File: config.mk
export PLATFORM = sky130hd
export DESIGN_NAME = mac_loader_flat
export DESIGN_NICKNAME = d
export VERILOG_FILES = /design/src/rtl/mac_pkg.sv /design/src/rtl/mac_loader_if.sv /design/src/rtl/wr_port_reg.sv /design/src/rtl/mac_loader.sv /design/src/flat_wrapper.sv
export SDC_FILE = /design/constraint.sdc
export NUM_CORES = 1
export LEC_CHECK = 0
export BUFFER_PORTS_ARGS = -buffer_cell sky130_fd_sc_hd__buf_2
export CORE_UTILIZATION = 30
export DETAILED_ROUTE_END_ITERATION = 10
export GPL_ROUTABILITY_DRIVEN = 0
export PLACE_DENSITY = 0.58
export SLEW_MARGIN = 20
export SYNTH_ARGS = -nofsm -noshare
export SYNTH_HDL_FRONTEND = slang
export SYNTH_SLANG_ARGS = --single-unit
File: constraint.sdc
create_clock -name clk_i -period 2.5 [get_ports clk_i]
set_clock_uncertainty 0.05 [all_clocks]
set_input_delay 0.5 -clock clk_i [delete_from_list [all_inputs] [get_ports clk_i]]
set_output_delay 0.5 -clock clk_i [all_outputs]
set_load 0.1 [all_outputs]
File: src/rtl/mac_pkg.sv
// Shared types and default widths for the MAC transmit-side loader.
package mac_pkg;

    localparam int DATA_WIDTH_DEF = 32;
    localparam int ADDR_LINES_DEF = 4;

    typedef enum logic [1:0] {
        IDLE   = 2'd0,
        LOAD   = 2'd1,
        STREAM = 2'd2
    } loader_state_t;

endpackage

File: src/rtl/mac_loader_if.sv
// Upstream streams, MAC FIFO write ports and controller status for mac_loader.
interface mac_loader_if #(
    parameter int DATA_WIDTH = 32,
    parameter int ADDR_LINES = 4
);

    logic                  start_i;
    logic                  abort_i;
    logic                  coeff_valid_i;
    logic [DATA_WIDTH-1:0] coeff_data_i;
    logic                  coeff_ready_o;
    logic                  sample_valid_i;
    logic [DATA_WIDTH-1:0] sample_data_i;
    logic                  sample_ready_o;
    logic                  full_adder_i;
    logic                  full_mul_i;
    logic [DATA_WIDTH-1:0] coeff_fifo_o;
    logic                  coeff_wr_o;
    logic [DATA_WIDTH-1:0] signal_fifo_o;
    logic                  sig_wr_o;
    logic                  busy_o;
    logic                  coeff_loaded_o;
    logic                  frame_done_o;
    logic [ADDR_LINES:0]   tap_cnt_o;

    modport slave (
        input  start_i, abort_i,
        input  coeff_valid_i, coeff_data_i,
        input  sample_valid_i, sample_data_i,
        input  full_adder_i, full_mul_i,
        output coeff_ready_o, sample_ready_o,
        output coeff_fifo_o, coeff_wr_o,
        output signal_fifo_o, sig_wr_o,
        output busy_o, coeff_loaded_o, frame_done_o, tap_cnt_o
    );

    modport master (
        output start_i, abort_i,
        output coeff_valid_i, coeff_data_i,
        output sample_valid_i, sample_data_i,
        output full_adder_i, full_mul_i,
        input  coeff_ready_o, sample_ready_o,
        input  coeff_fifo_o, coeff_wr_o,
        input  signal_fifo_o, sig_wr_o,
        input  busy_o, coeff_loaded_o, frame_done_o, tap_cnt_o
    );

endinterface

File: src/rtl/wr_port_reg.sv
// One MAC FIFO write port: ready gating, registered write data and strobe.
module wr_port_reg #(
    parameter int DATA_WIDTH = 32
) (
    input  logic                  clk_i,
    input  logic                  rstn_i,
    input  logic                  port_en_i,
    input  logic                  abort_i,
    input  logic                  valid_i,
    input  logic [DATA_WIDTH-1:0] data_i,
    input  logic                  full_i,
    output logic                  ready_o,
    output logic                  accept_o,
    output logic                  wr_o,
    output logic [DATA_WIDTH-1:0] data_o
);

    logic                  wr_q, wr_d;
    logic [DATA_WIDTH-1:0] data_q, data_d;
    logic                  ready;
    logic                  accept;

    // The full flag lags a write by a cycle, so a pending strobe blocks the next word.
    always_comb begin
        ready  = port_en_i && !full_i && !wr_q;
        accept = ready && valid_i && !abort_i;
        wr_d   = accept;
        data_d = accept ? data_i : data_q;
    end

    always_ff @(posedge clk_i or negedge rstn_i) begin
        if (!rstn_i) begin
            wr_q   <= 1'b0;
            data_q <= '0;
        end else begin
            wr_q   <= wr_d;
            data_q <= data_d;
        end
    end

    assign ready_o  = ready;
    assign accept_o = accept;
    assign wr_o     = wr_q;
    assign data_o   = data_q;

endmodule

File: src/rtl/mac_loader.sv
// Feeds a coefficient set then a framed sample stream into the MAC write FIFOs.
//
//   state  | meaning
//   IDLE   | waiting for start_i, both readies low
//   LOAD   | accepting NUM_TAPS coefficients into the coefficient FIFO
//   STREAM | accepting samples forever, frame_done_o every NUM_TAPS writes
module mac_loader
    import mac_pkg::*;
#(
    parameter int DATA_WIDTH = DATA_WIDTH_DEF,
    parameter int ADDR_LINES = ADDR_LINES_DEF,
    parameter int NUM_TAPS   = 2**ADDR_LINES
) (
    input  logic         clk_i,
    input  logic         rstn_i,
    mac_loader_if.slave  bus
);

    localparam int            CW     = ADDR_LINES + 1;
    localparam logic [CW-1:0] TAPS_C = CW'(NUM_TAPS);

    loader_state_t state_q, state_d;
    logic [CW-1:0] tap_cnt_q, tap_cnt_d;
    logic [CW-1:0] tap_cnt_inc;
    logic          busy_q, busy_d;
    logic          loaded_q, loaded_d;
    logic          frame_done_q, frame_done_d;
    logic          load_en, stream_en;
    logic          coeff_accept, sample_accept;

    assign load_en   = (state_q == LOAD);
    assign stream_en = (state_q == STREAM);

    wr_port_reg #(.DATA_WIDTH(DATA_WIDTH)) u_coeff_port (
        .clk_i     (clk_i),
        .rstn_i    (rstn_i),
        .port_en_i (load_en),
        .abort_i   (bus.abort_i),
        .valid_i   (bus.coeff_valid_i),
        .data_i    (bus.coeff_data_i),
        .full_i    (bus.full_adder_i),
        .ready_o   (bus.coeff_ready_o),
        .accept_o  (coeff_accept),
        .wr_o      (bus.coeff_wr_o),
        .data_o    (bus.coeff_fifo_o)
    );

    wr_port_reg #(.DATA_WIDTH(DATA_WIDTH)) u_signal_port (
        .clk_i     (clk_i),
        .rstn_i    (rstn_i),
        .port_en_i (stream_en),
        .abort_i   (bus.abort_i),
        .valid_i   (bus.sample_valid_i),
        .data_i    (bus.sample_data_i),
        .full_i    (bus.full_mul_i),
        .ready_o   (bus.sample_ready_o),
        .accept_o  (sample_accept),
        .wr_o      (bus.sig_wr_o),
        .data_o    (bus.signal_fifo_o)
    );

    always_comb begin
        state_d      = state_q;
        tap_cnt_d    = tap_cnt_q;
        frame_done_d = 1'b0;
        tap_cnt_inc  = tap_cnt_q + CW'(1);
        // Status flags are decodes of the current state, so they trail it by a cycle.
        busy_d       = (state_q != IDLE);
        loaded_d     = (state_q == STREAM);

        if (bus.abort_i) begin
            state_d   = IDLE;
            tap_cnt_d = '0;
        end else begin
            unique case (state_q)
                IDLE: begin
                    if (bus.start_i) begin
                        state_d   = LOAD;
                        tap_cnt_d = '0;
                    end
                end
                LOAD: begin
                    if (coeff_accept) begin
                        if (tap_cnt_inc == TAPS_C) begin
                            state_d   = STREAM;
                            tap_cnt_d = '0;
                        end else begin
                            tap_cnt_d = tap_cnt_inc;
                        end
                    end
                end
                STREAM: begin
                    if (sample_accept) begin
                        if (tap_cnt_inc == TAPS_C) begin
                            tap_cnt_d    = '0;
                            frame_done_d = 1'b1;
                        end else begin
                            tap_cnt_d = tap_cnt_inc;
                        end
                    end
                end
                default: begin
                    state_d   = IDLE;
                    tap_cnt_d = '0;
                end
            endcase
        end
    end

    always_ff @(posedge clk_i or negedge rstn_i) begin
        if (!rstn_i) begin
            state_q      <= IDLE;
            tap_cnt_q    <= '0;
            busy_q       <= 1'b0;
            loaded_q     <= 1'b0;
            frame_done_q <= 1'b0;
        end else begin
            state_q      <= state_d;
            tap_cnt_q    <= tap_cnt_d;
            busy_q       <= busy_d;
            loaded_q     <= loaded_d;
            frame_done_q <= frame_done_d;
        end
    end

    assign bus.busy_o         = busy_q;
    assign bus.coeff_loaded_o = loaded_q;
    assign bus.frame_done_o   = frame_done_q;
    assign bus.tap_cnt_o      = tap_cnt_q;

endmodule

File: src/flat_wrapper.sv
// flat-port wrapper written by rule: the top's interface ports become plain ports
module mac_loader_flat import mac_pkg::*;
#(
    parameter int DATA_WIDTH = DATA_WIDTH_DEF,
    parameter int ADDR_LINES = ADDR_LINES_DEF,
    parameter int NUM_TAPS   = 2**ADDR_LINES
)
  (clk_i, rstn_i, bus_start_i, bus_abort_i, bus_coeff_valid_i, bus_coeff_data_i, bus_sample_valid_i, bus_sample_data_i, bus_full_adder_i, bus_full_mul_i, bus_coeff_ready_o, bus_sample_ready_o, bus_coeff_fifo_o, bus_coeff_wr_o, bus_signal_fifo_o, bus_sig_wr_o, bus_busy_o, bus_coeff_loaded_o, bus_frame_done_o, bus_tap_cnt_o);
  mac_loader_if #(.DATA_WIDTH(DATA_WIDTH), .ADDR_LINES(ADDR_LINES)) bus_i ();
  input  logic clk_i;
  input  logic rstn_i;
  input wire logic [$bits(bus_i.start_i)-1:0] bus_start_i;
  input wire logic [$bits(bus_i.abort_i)-1:0] bus_abort_i;
  input wire logic [$bits(bus_i.coeff_valid_i)-1:0] bus_coeff_valid_i;
  input wire logic [$bits(bus_i.coeff_data_i)-1:0] bus_coeff_data_i;
  input wire logic [$bits(bus_i.sample_valid_i)-1:0] bus_sample_valid_i;
  input wire logic [$bits(bus_i.sample_data_i)-1:0] bus_sample_data_i;
  input wire logic [$bits(bus_i.full_adder_i)-1:0] bus_full_adder_i;
  input wire logic [$bits(bus_i.full_mul_i)-1:0] bus_full_mul_i;
  output wire logic [$bits(bus_i.coeff_ready_o)-1:0] bus_coeff_ready_o;
  output wire logic [$bits(bus_i.sample_ready_o)-1:0] bus_sample_ready_o;
  output wire logic [$bits(bus_i.coeff_fifo_o)-1:0] bus_coeff_fifo_o;
  output wire logic [$bits(bus_i.coeff_wr_o)-1:0] bus_coeff_wr_o;
  output wire logic [$bits(bus_i.signal_fifo_o)-1:0] bus_signal_fifo_o;
  output wire logic [$bits(bus_i.sig_wr_o)-1:0] bus_sig_wr_o;
  output wire logic [$bits(bus_i.busy_o)-1:0] bus_busy_o;
  output wire logic [$bits(bus_i.coeff_loaded_o)-1:0] bus_coeff_loaded_o;
  output wire logic [$bits(bus_i.frame_done_o)-1:0] bus_frame_done_o;
  output wire logic [$bits(bus_i.tap_cnt_o)-1:0] bus_tap_cnt_o;
  assign bus_i.start_i = bus_start_i;
  assign bus_i.abort_i = bus_abort_i;
  assign bus_i.coeff_valid_i = bus_coeff_valid_i;
  assign bus_i.coeff_data_i = bus_coeff_data_i;
  assign bus_i.sample_valid_i = bus_sample_valid_i;
  assign bus_i.sample_data_i = bus_sample_data_i;
  assign bus_i.full_adder_i = bus_full_adder_i;
  assign bus_i.full_mul_i = bus_full_mul_i;
  assign bus_coeff_ready_o = bus_i.coeff_ready_o;
  assign bus_sample_ready_o = bus_i.sample_ready_o;
  assign bus_coeff_fifo_o = bus_i.coeff_fifo_o;
  assign bus_coeff_wr_o = bus_i.coeff_wr_o;
  assign bus_signal_fifo_o = bus_i.signal_fifo_o;
  assign bus_sig_wr_o = bus_i.sig_wr_o;
  assign bus_busy_o = bus_i.busy_o;
  assign bus_coeff_loaded_o = bus_i.coeff_loaded_o;
  assign bus_frame_done_o = bus_i.frame_done_o;
  assign bus_tap_cnt_o = bus_i.tap_cnt_o;
  mac_loader #(.DATA_WIDTH(DATA_WIDTH), .ADDR_LINES(ADDR_LINES), .NUM_TAPS(NUM_TAPS)) u_core (.clk_i(clk_i), .rstn_i(rstn_i), .bus(bus_i));
endmodule
# --- After elaboration in Yosys (flattened, before gate mapping) ---
# Cells that the tools add are included.
# W data, S select, Z words.
op_classes:
  add_sub_neg: 1
  n_eq_ne: 8
  mux: 15
  n_reduce_logical: 17
op_table:
  columns: ["op", "n"]
  rows:
  - ["$mux W5", 5]
  - ["$pmux W5 S3", 1]
  - ["$logic_and A1 B1 Y1", 8]
  - ["$mux W2", 4]
  - ["$ne A3 B2 Y1 const B", 2]
  - ["$ne A3 B3 Y1 const B", 2]
  - ["$pmux W2 S3", 1]
  - ["$add A5 B1 Y5 const B", 1]
  - ["$eq A5 B5 Y1 const B", 1]
  - ["$logic_not A1 Y1", 5]
  - ["$mux W1", 4]
  - ["$reduce_and A4 Y1", 1]
  - ["$reduce_and A3 Y1", 1]
  - ["$eq A2 B1 Y1 const B", 1]
  - ["$eq A2 B2 Y1 const B", 1]
  - ["$logic_not A2 Y1", 1]
  - ["$ne A2 B2 Y1 const B", 1]
  - ["$reduce_bool A2 Y1", 1]
totals:
  ff_bits: 76
  word_cells: 50

# --- Longest topological paths before layout ---
# Gate-level depths: netlist of the first run.
depth:
  word_depth: 8
  depth_mapped: 7
  depth_no_buf: 7

# --- Cells and area by module ---
# A second synthesis of the first run with hierarchy kept.
unflattened:
  hier_cells: 206
  area_unflattened_um2: 3330.7
modules_own_cells:
  columns: ["mod", "n_inst", "cells_per_inst", "area_per_inst_um2", "seq_area_each_um2"]
  rows:
  - ["wr_port_reg", 2, 71, 1371.3, 825.8]
  - ["mac_loader", 1, 64, 588.1, 250.2]

# --- Worst setup path after synthesis of the first run ---
# No wires, ideal clock.
synth_timing:
  kind: "register to output"
  start: "register u_core.u_coeff_port.wr_q (netlist: u_core.u_coeff_port.wr_o)"
  end: "output port bus_coeff_ready_o"
  arrival_ns: 2.925
  slack_ns: -0.975
  path_stages_with_launch: 2
  cell_sequence: "dfrtp_1 -> nor3_1"
synth_via:
  elab_chain_cells: 2
synth_lines:
  columns: ["item", "line_no", "rtl"]
  rows:
  - ["start: declaration", "wr_port_reg.sv:18", "logic wr_q, wr_d;"]
  - ["start signal: assignment", "wr_port_reg.sv:36", "wr_q <= wr_d;"]
  - ["$logic_not A1 Y1", "wr_port_reg.sv:25", "ready = port_en_i && !full_i && !wr_q;"]
  - ["$logic_and A1 B1 Y1", "wr_port_reg.sv:25", null]
  - ["end: declaration", "flat_wrapper.sv:20", "output wire logic [$bits(bus_i.coeff_ready_o)-1:0] bus_coeff_ready_o;"]
# No other way between the ends.

# --- Final worst setup path of the first run ---
layout_timing:
  start: "register u_core.state_q[0]"
  end: "output port bus_sample_ready_o"
layout_via:
  elab_chain_cells: 3
layout_lines:
  columns: ["item", "line_no", "rtl"]
  rows:
  - ["start: declaration", "mac_loader.sv:22", "loader_state_t state_q, state_d;"]
  - ["start signal: assignment", "mac_loader.sv:118", "state_q <= state_d;"]
  - ["$eq A2 B2 Y1", null, null]
  - ["via u_core.loaded_d", "mac_loader.sv:26", "logic loaded_q, loaded_d;"]
  - ["$logic_and A1 B1 Y1 (2 in a row)", "wr_port_reg.sv:25", null]
  - ["end: declaration", "flat_wrapper.sv:21", "output wire logic [$bits(bus_i.sample_ready_o)-1:0] bus_sample_ready_o;"]
# The timed path passes the listed nets, and every way through them passes these cells.

==> impl_metrics.ini, run 1 <==
[outcome]
outcome = finished, final reports clean

[power_and_ir_drop]
report.power.total_mw = 5.28
ir_drop_uv = 974
power_leakage_nw = 2.40
cellPowerDensity_nw_per_um2 = 1290

[global_routing]
grt-ovfl-total = 0
grt_antenna_before_repair = 0
first_global_vias = 2216
grt_pass1_wl_um = 10100
gr-usage-all-layers_pct = 12.5
grt_max_degree = 47

[synthesis]
xor_and_xnor_fraction_of_the_mapped_netlist_area_pct = 0
post_synth_num_cell_types = 32
syn-instance-count = 268
syn-num-nets = 344
synth_adder_area_share_pct = 1.65
yosys_most_used_dff = sky130_fd_sc_hd__dfrtp_1
seq_area_frac_synth_pct = 62.6
synth-compound-area-share_pct = 4.32
synth-simple-area-share_pct = 16.7
synth-async-reset-ratio_pct = 100
synth_seq_cells = 76
synth-edff-count = 0
mean_cell_area_of_the_mapped_netlist_um2 = 11.3
syn-cell-area_um2 = 3040
synth_warnings = 0
synth_top_family_by_area = simple AND/OR/NAND/NOR gates
synth_mux_area_share_pct = 11.9

[detailed_routing]
antenna_left = 0
detail_route.iter0.violations = 57
routed-via-count = 2384
detail_route.first_pass.iterations = 4
post_dr_vias_cell = 4.29
postRouteWirelength_um = 6700
detail_route.wl_per_cell_um = 12.0
drc = 0

[die]
ios = 148
floorplan.die.height_um = 103
die_w_um = 103
total_die_area_um2 = 10500
core_region_area_um2 = 9820
start_util_pct = 31.0
core.rowCount = 36

[setup_path]
worst_path_largest_cell_delay_ns = 0.43
cp-end-kind = output pin
worst-endpoint-arrival_ns = 1.72
cp_slowest_cell = sky130_fd_sc_hd__buf_2
setup.worst_path.class = flip-flop to output pin
worstPathMaxFanout = 5
timing.critical_path.cells = inv_1 > ha_1 > and2_2 > buf_2
setup.worst_path.start_class = flip-flop
worstPathRequired_ns = 1.95

[timing]
finalCriticalPeriod_ns = 2.27
final_min_period_over_clock_period_pct = 90.8
fin_tns_setup_ns = 0
setup_viol = 0
grt_setup_unrepaired = false
report.final.slew_viol_count = 0
worst_pin_slew_ns = 0.509
maxClockFrequency_mhz = 441
relSlewSlack_pct = 66.3
number_of_hold_violations_in_the_final_report = 0

[place]
dp.final_hpwl_um = 4860
place_inst = 542
portBuffers = 147
post_place_instance_area_um2 = 3940

[finish]
areaGrowthSynthToFinish_pct = 34.5
num_antenna_cells = 0
multi_input_comb_area_um2 = 1060
share_of_layout_cells_above_drive_strength_1_pct = 48.0
leading_cell_type_in_the_layout_fill_and_taps_excluded = sky130_fd_sc_hd__buf_2
post_layout_nonfiller_instances = 556
seqCellArea_um2 = 1900
mostFrequentLayoutCells = sky130_fd_sc_hd__buf_2 (146), sky130_fd_sc_hd__nand2_1 (101), sky130_fd_sc_hd__dfrtp_1 (76)
n_fill_cell = 987
fin_area_um2 = 4090
final_core_utilization_pct = 41.7
nets = 496

[clock_tree]
post_cts_hold_buffer_count = 0
clock_latency_reported_for_the_late_side_of_the_worst_skew_pair_ns = 0.33
post_cts.resized_instances = 0
cts_tree = done
cts-buffers-inserted = 9
cts_setup_buffers = 0
cts_num_sinks = 76
clk_transition_reported_paths_ns = 0.08
cts_htree_levels = 3
clock_path_buffers = 2
root_buffer = sky130_fd_sc_hd__clkbuf_8

[min_path]
timing.hold.worst.class = input pin to async pin

[run]
max-cap-violations = 0
[critical path, delay by kind of cell (launching register included)]
| kind | cells | cell delay (ns) |
|---|---|---|
| flops | 1 | 0.38 |
| fa+ha+maj | 1 | 0.26 |
| simple gates | 1 | 0.21 |
| buf+inv | 2 | 0.54 |
[synth_stat cells (all sizes together), types with 2 or more instances]
cell type | count | share of area (%)
ha | 4 | 1.6
nor2b | 2 | 0.41
nand3 | 3 | 0.49
nand2 | 101 | 12
nor2 | 2 | 0.25
buf | 6 | 1.6
o41ai | 2 | 0.82
inv | 7 | 0.86
dfrtp | 76 | 63
o21ai | 3 | 0.49
clkbuf | 4 | 0.49
o22ai | 2 | 0.41
nand3b | 4 | 1.1
nand2b | 2 | 0.41
mux2 | 32 | 12
a21oi | 7 | 1.3
[power by group]
group	total [mW]	switching [mW]	internal, mW
Combinational	2.85	2.47	0.383
Sequential	1.66	0.152	1.51
Clock	0.770	0.425	0.345
[final timing paths]
path	from	to	slack, ns	depth (start not counted)
setup / recovery	u_core.state_q[0]	bus_sample_ready_o	0.23	4
hold / removal	rstn_i	u_core.bus.busy_o	0.03	1
setup reg to reg	u_core.state_q[0]	u_core.u_signal_port.data_o[18]	0.57	6
hold reg to reg	u_core.u_coeff_port.data_o[26]	u_core.u_coeff_port.data_o[26]	0.43	2
max in group asynchronous	rstn_i	u_core.u_coeff_port.data_o[4]	1.78	2
min in group clk_i	bus_coeff_data_i[8]	u_core.u_coeff_port.data_o[8]	0.29	3
[kinds of logic after synthesis]
logic type	count (synthesis)
compound gates	19
simple gates	120
buf+inv	17
mux	32
flops	76
fa+ha+maj	4
[metrics by stage]
stage	setup slack, ns	hold slack [ns]
3_3_place_gp	0.546	0.404
5_1_grt	0.122	0.0438
2_1_floorplan	0.156	0.154
4_1_cts	0.205	0.0398
6_report	0.231	0.0323
3_5_place_dp	0.542	0.406
[cell type report]
type                       instances  share of cell area, %
clock inverter                     5                  0.765
inverter                           7                  0.642
multi-input combinational        175                   25.9
tap                              133                   4.07
timing repair buffer             151                   19.1
clock buffer                       9                   3.03
sequential                        76                   46.5
[per-layer routing]
layer,global-route usage [%],up-vias,part of all wire (%)
met2,19.8,97,47
li1,-,1173,-
met1,15.1,1107,43
met4,5.27,0,1.1
met3,5.22,7,9.3
met5,0,-,0
[sequential cells by signal, indices dropped and copies added, names as in the netlist]
signal,count
u_core.u_signal_port.wr_o,1
u_core.state_q,2
u_core.u_coeff_port.wr_o,1
u_core.bus.busy_o,1
u_core.u_coeff_port.data_o,32
u_core.bus.coeff_loaded_o,1
u_core.bus.tap_cnt_o,5
u_core.bus.frame_done_o,1
u_core.u_signal_port.data_o,32
Note: power is estimated with default switching activity, not from simulation.
==> inputs of run 2 (changes only) <==
Settings changed: MAX_ROUTING_LAYER from default to met4, PLACE_DENSITY 0.58 to default, PLACE_DENSITY_LB_ADDON from default to 0.1.
Clock period 2.5 ns to 2.8 ns, I/O delays scaled along.
==> run 2 against run 1 <==
  * Final cell count unchanged
  * Power decreased by 6.8%
  * Critical path type unchanged
  * Worst hold slack better by 0.27 ns
  * Critical endpoint is now bus_coeff_ready_o
  * Flip-flop and latch count is the same
  * Wire length up 7.7%
  * Non-clock buffer count down 1
  * Critical path depth rose by 1
  * Setup slack improved by 0.23 ns
  * Sequential power fell by 11%
  * Count of clock-buffer cells in the layout did not move
==> impl_metrics.ini, run 2 (synthesis results as in run 1) <==
[outcome]
outcome = finished, final reports clean

[timing]
maxClockFrequency_mhz = 428
report.final.slew_viol_count = 0
number_of_hold_violations_in_the_final_report = 0
final_min_period_over_clock_period_pct = 83.5
finalCriticalPeriod_ns = 2.34
holdWs_ns = 0.298
setup_viol = 0
fin_tns_setup_ns = 0
relSlewSlack_pct = 35.1
worst_pin_slew_ns = 0.973
grt_setup_unrepaired = false

[global_routing]
grt_pass1_wl_um = 11000
first_global_vias = 2309
grt_antenna_before_repair = 0
grt_max_degree = 77
gr-usage-all-layers_pct = 14.2
grt-ovfl-total = 0

[setup_path]
cp-end-kind = output pin
critical_path.startpoint = u_core.state_q[1]
path_common_cell = sky130_fd_sc_hd__inv_1
r2r-end = u_core.u_signal_port.data_o[3]
cp_slowest_cell = sky130_fd_sc_hd__buf_2
worstPathMaxFanout = 3
ff2ff_setup_slack_ns = 0.70
critPathCapture = bus_coeff_ready_o
setup.worst_path.class = flip-flop to output pin
worst_path_largest_cell_delay_ns = 0.44
ff2ff_path_depth = 6
r2r_start = u_core.state_q[0]
timing.critical_path.cells = inv_1 > ha_1 > inv_1 > nor3_2 > buf_2
worstPathRequired_ns = 2.19
setup.worst_path.start_class = flip-flop
worst-endpoint-arrival_ns = 1.73

[die]
die_w_um = 103
ios = 148
core.rowCount = 36
floorplan.die.height_um = 103
start_util_pct = 31.0
core_region_area_um2 = 9820
total_die_area_um2 = 10500

[finish]
multi_input_comb_area_um2 = 1050
leading_cell_type_in_the_layout_fill_and_taps_excluded = sky130_fd_sc_hd__buf_2
seqCellArea_um2 = 1900
mostFrequentLayoutCells = sky130_fd_sc_hd__buf_2 (146), sky130_fd_sc_hd__nand2_1 (101), sky130_fd_sc_hd__dfrtp_1 (76)
areaGrowthSynthToFinish_pct = 36.0
num_antenna_cells = 0
share_of_layout_cells_above_drive_strength_1_pct = 48.0
n_fill_cell = 996
nets = 495

[clock_tree]
root_buffer = sky130_fd_sc_hd__clkbuf_8
clock_path_buffers = 2
cts_num_sinks = 76
cts_setup_buffers = 0
cts_tree = done
clock_latency_reported_for_the_late_side_of_the_worst_skew_pair_ns = 0.34
clk_transition_reported_paths_ns = 0.08
cts-buffers-inserted = 9
cts_htree_levels = 3
post_cts_hold_buffer_count = 0
post_cts.resized_instances = 0

[run]
max-cap-violations = 0

[place]
dp.final_hpwl_um = 4970
portBuffers = 147

[power_and_ir_drop]
ir_drop_uv = 862
power_leakage_nw = 2.42
cellPowerDensity_nw_per_um2 = 1190

[detailed_routing]
detail_route.iter0.violations = 36
postRouteWirelength_um = 7220
routed-via-count = 2425
post_dr_vias_cell = 4.36
drc = 0
detail_route.wl_per_cell_um = 13.0
antenna_left = 0
detail_route.first_pass.iterations = 4

[min_path]
timing.hold.worst.class = input pin to async pin
run 2: layout make-up:
type | count | share of cell area, %
Clock inverter | 6 | 2.18
Timing Repair Buffer | 150 | 18.7
Sequential cell | 76 | 46.0
Tap cell | 133 | 4.02
Clock buffer | 9 | 3.00
Inverter | 7 | 0.635
Multi-Input combinational cell | 175 | 25.5
run 2: worst max-delay path: cells and delay by family (launching register included):
kind	cells	cell delay [ns]
buf+inv	3	0.62
flops	1	0.40
fa+ha+maj	1	0.19
simple gates	1	0.17
run 2: how the worst min path moves through the flow:
stage | endpoint | depth (start not counted)
floorplan | u_core.bus.busy_o | 0
detailed placement | u_core.u_coeff_port.data_o[3] | 2
global placement | u_core.u_coeff_port.data_o[15] | 2
CTS | u_core.u_coeff_port.data_o[20] | 3
global route | u_core.u_coeff_port.data_o[20] | 3
finish | u_core.u_signal_port.data_o[26] | 1
run 2: per-stage QoR:
step / util, % / worst slack, ns / area [um2] / cells / total power [mW]
6_report: 42.1 / 0.463 / 4140 / 556 / 4.92
5_1_grt: 42.1 / 0.364 / 4140 / 556 / 5.13
4_1_cts: 42.1 / 0.436 / 4140 / 556 / 4.97
3_5_place_dp: 39.9 / 0.628 / 3920 / 541 / 4.04
3_3_place_gp: 39.9 / 0.646 / 3920 / 541 / 4.03
2_1_floorplan: - / 0.131 / 3050 / 268 / 3.61
run 2: per-layer routing:
metal | wire (um) | vias up | track usage (%)
met1 | 3250 | 1118 | 16.8
met3 | 645 | 20 | 4.27
met5 | 0 | - | -
met4 | 181 | 0 | 7.58
met2 | 3140 | 113 | 21.8
li1 | - | 1174 | -
run 2: power by group:
part	switching [mW]	internal [mW]	total (mW)	leakage, nW
Sequential	0.128	1.35	1.47	1.02
Clock	0.409	0.498	0.908	0.105
Combinational	2.20	0.337	2.54	1.30
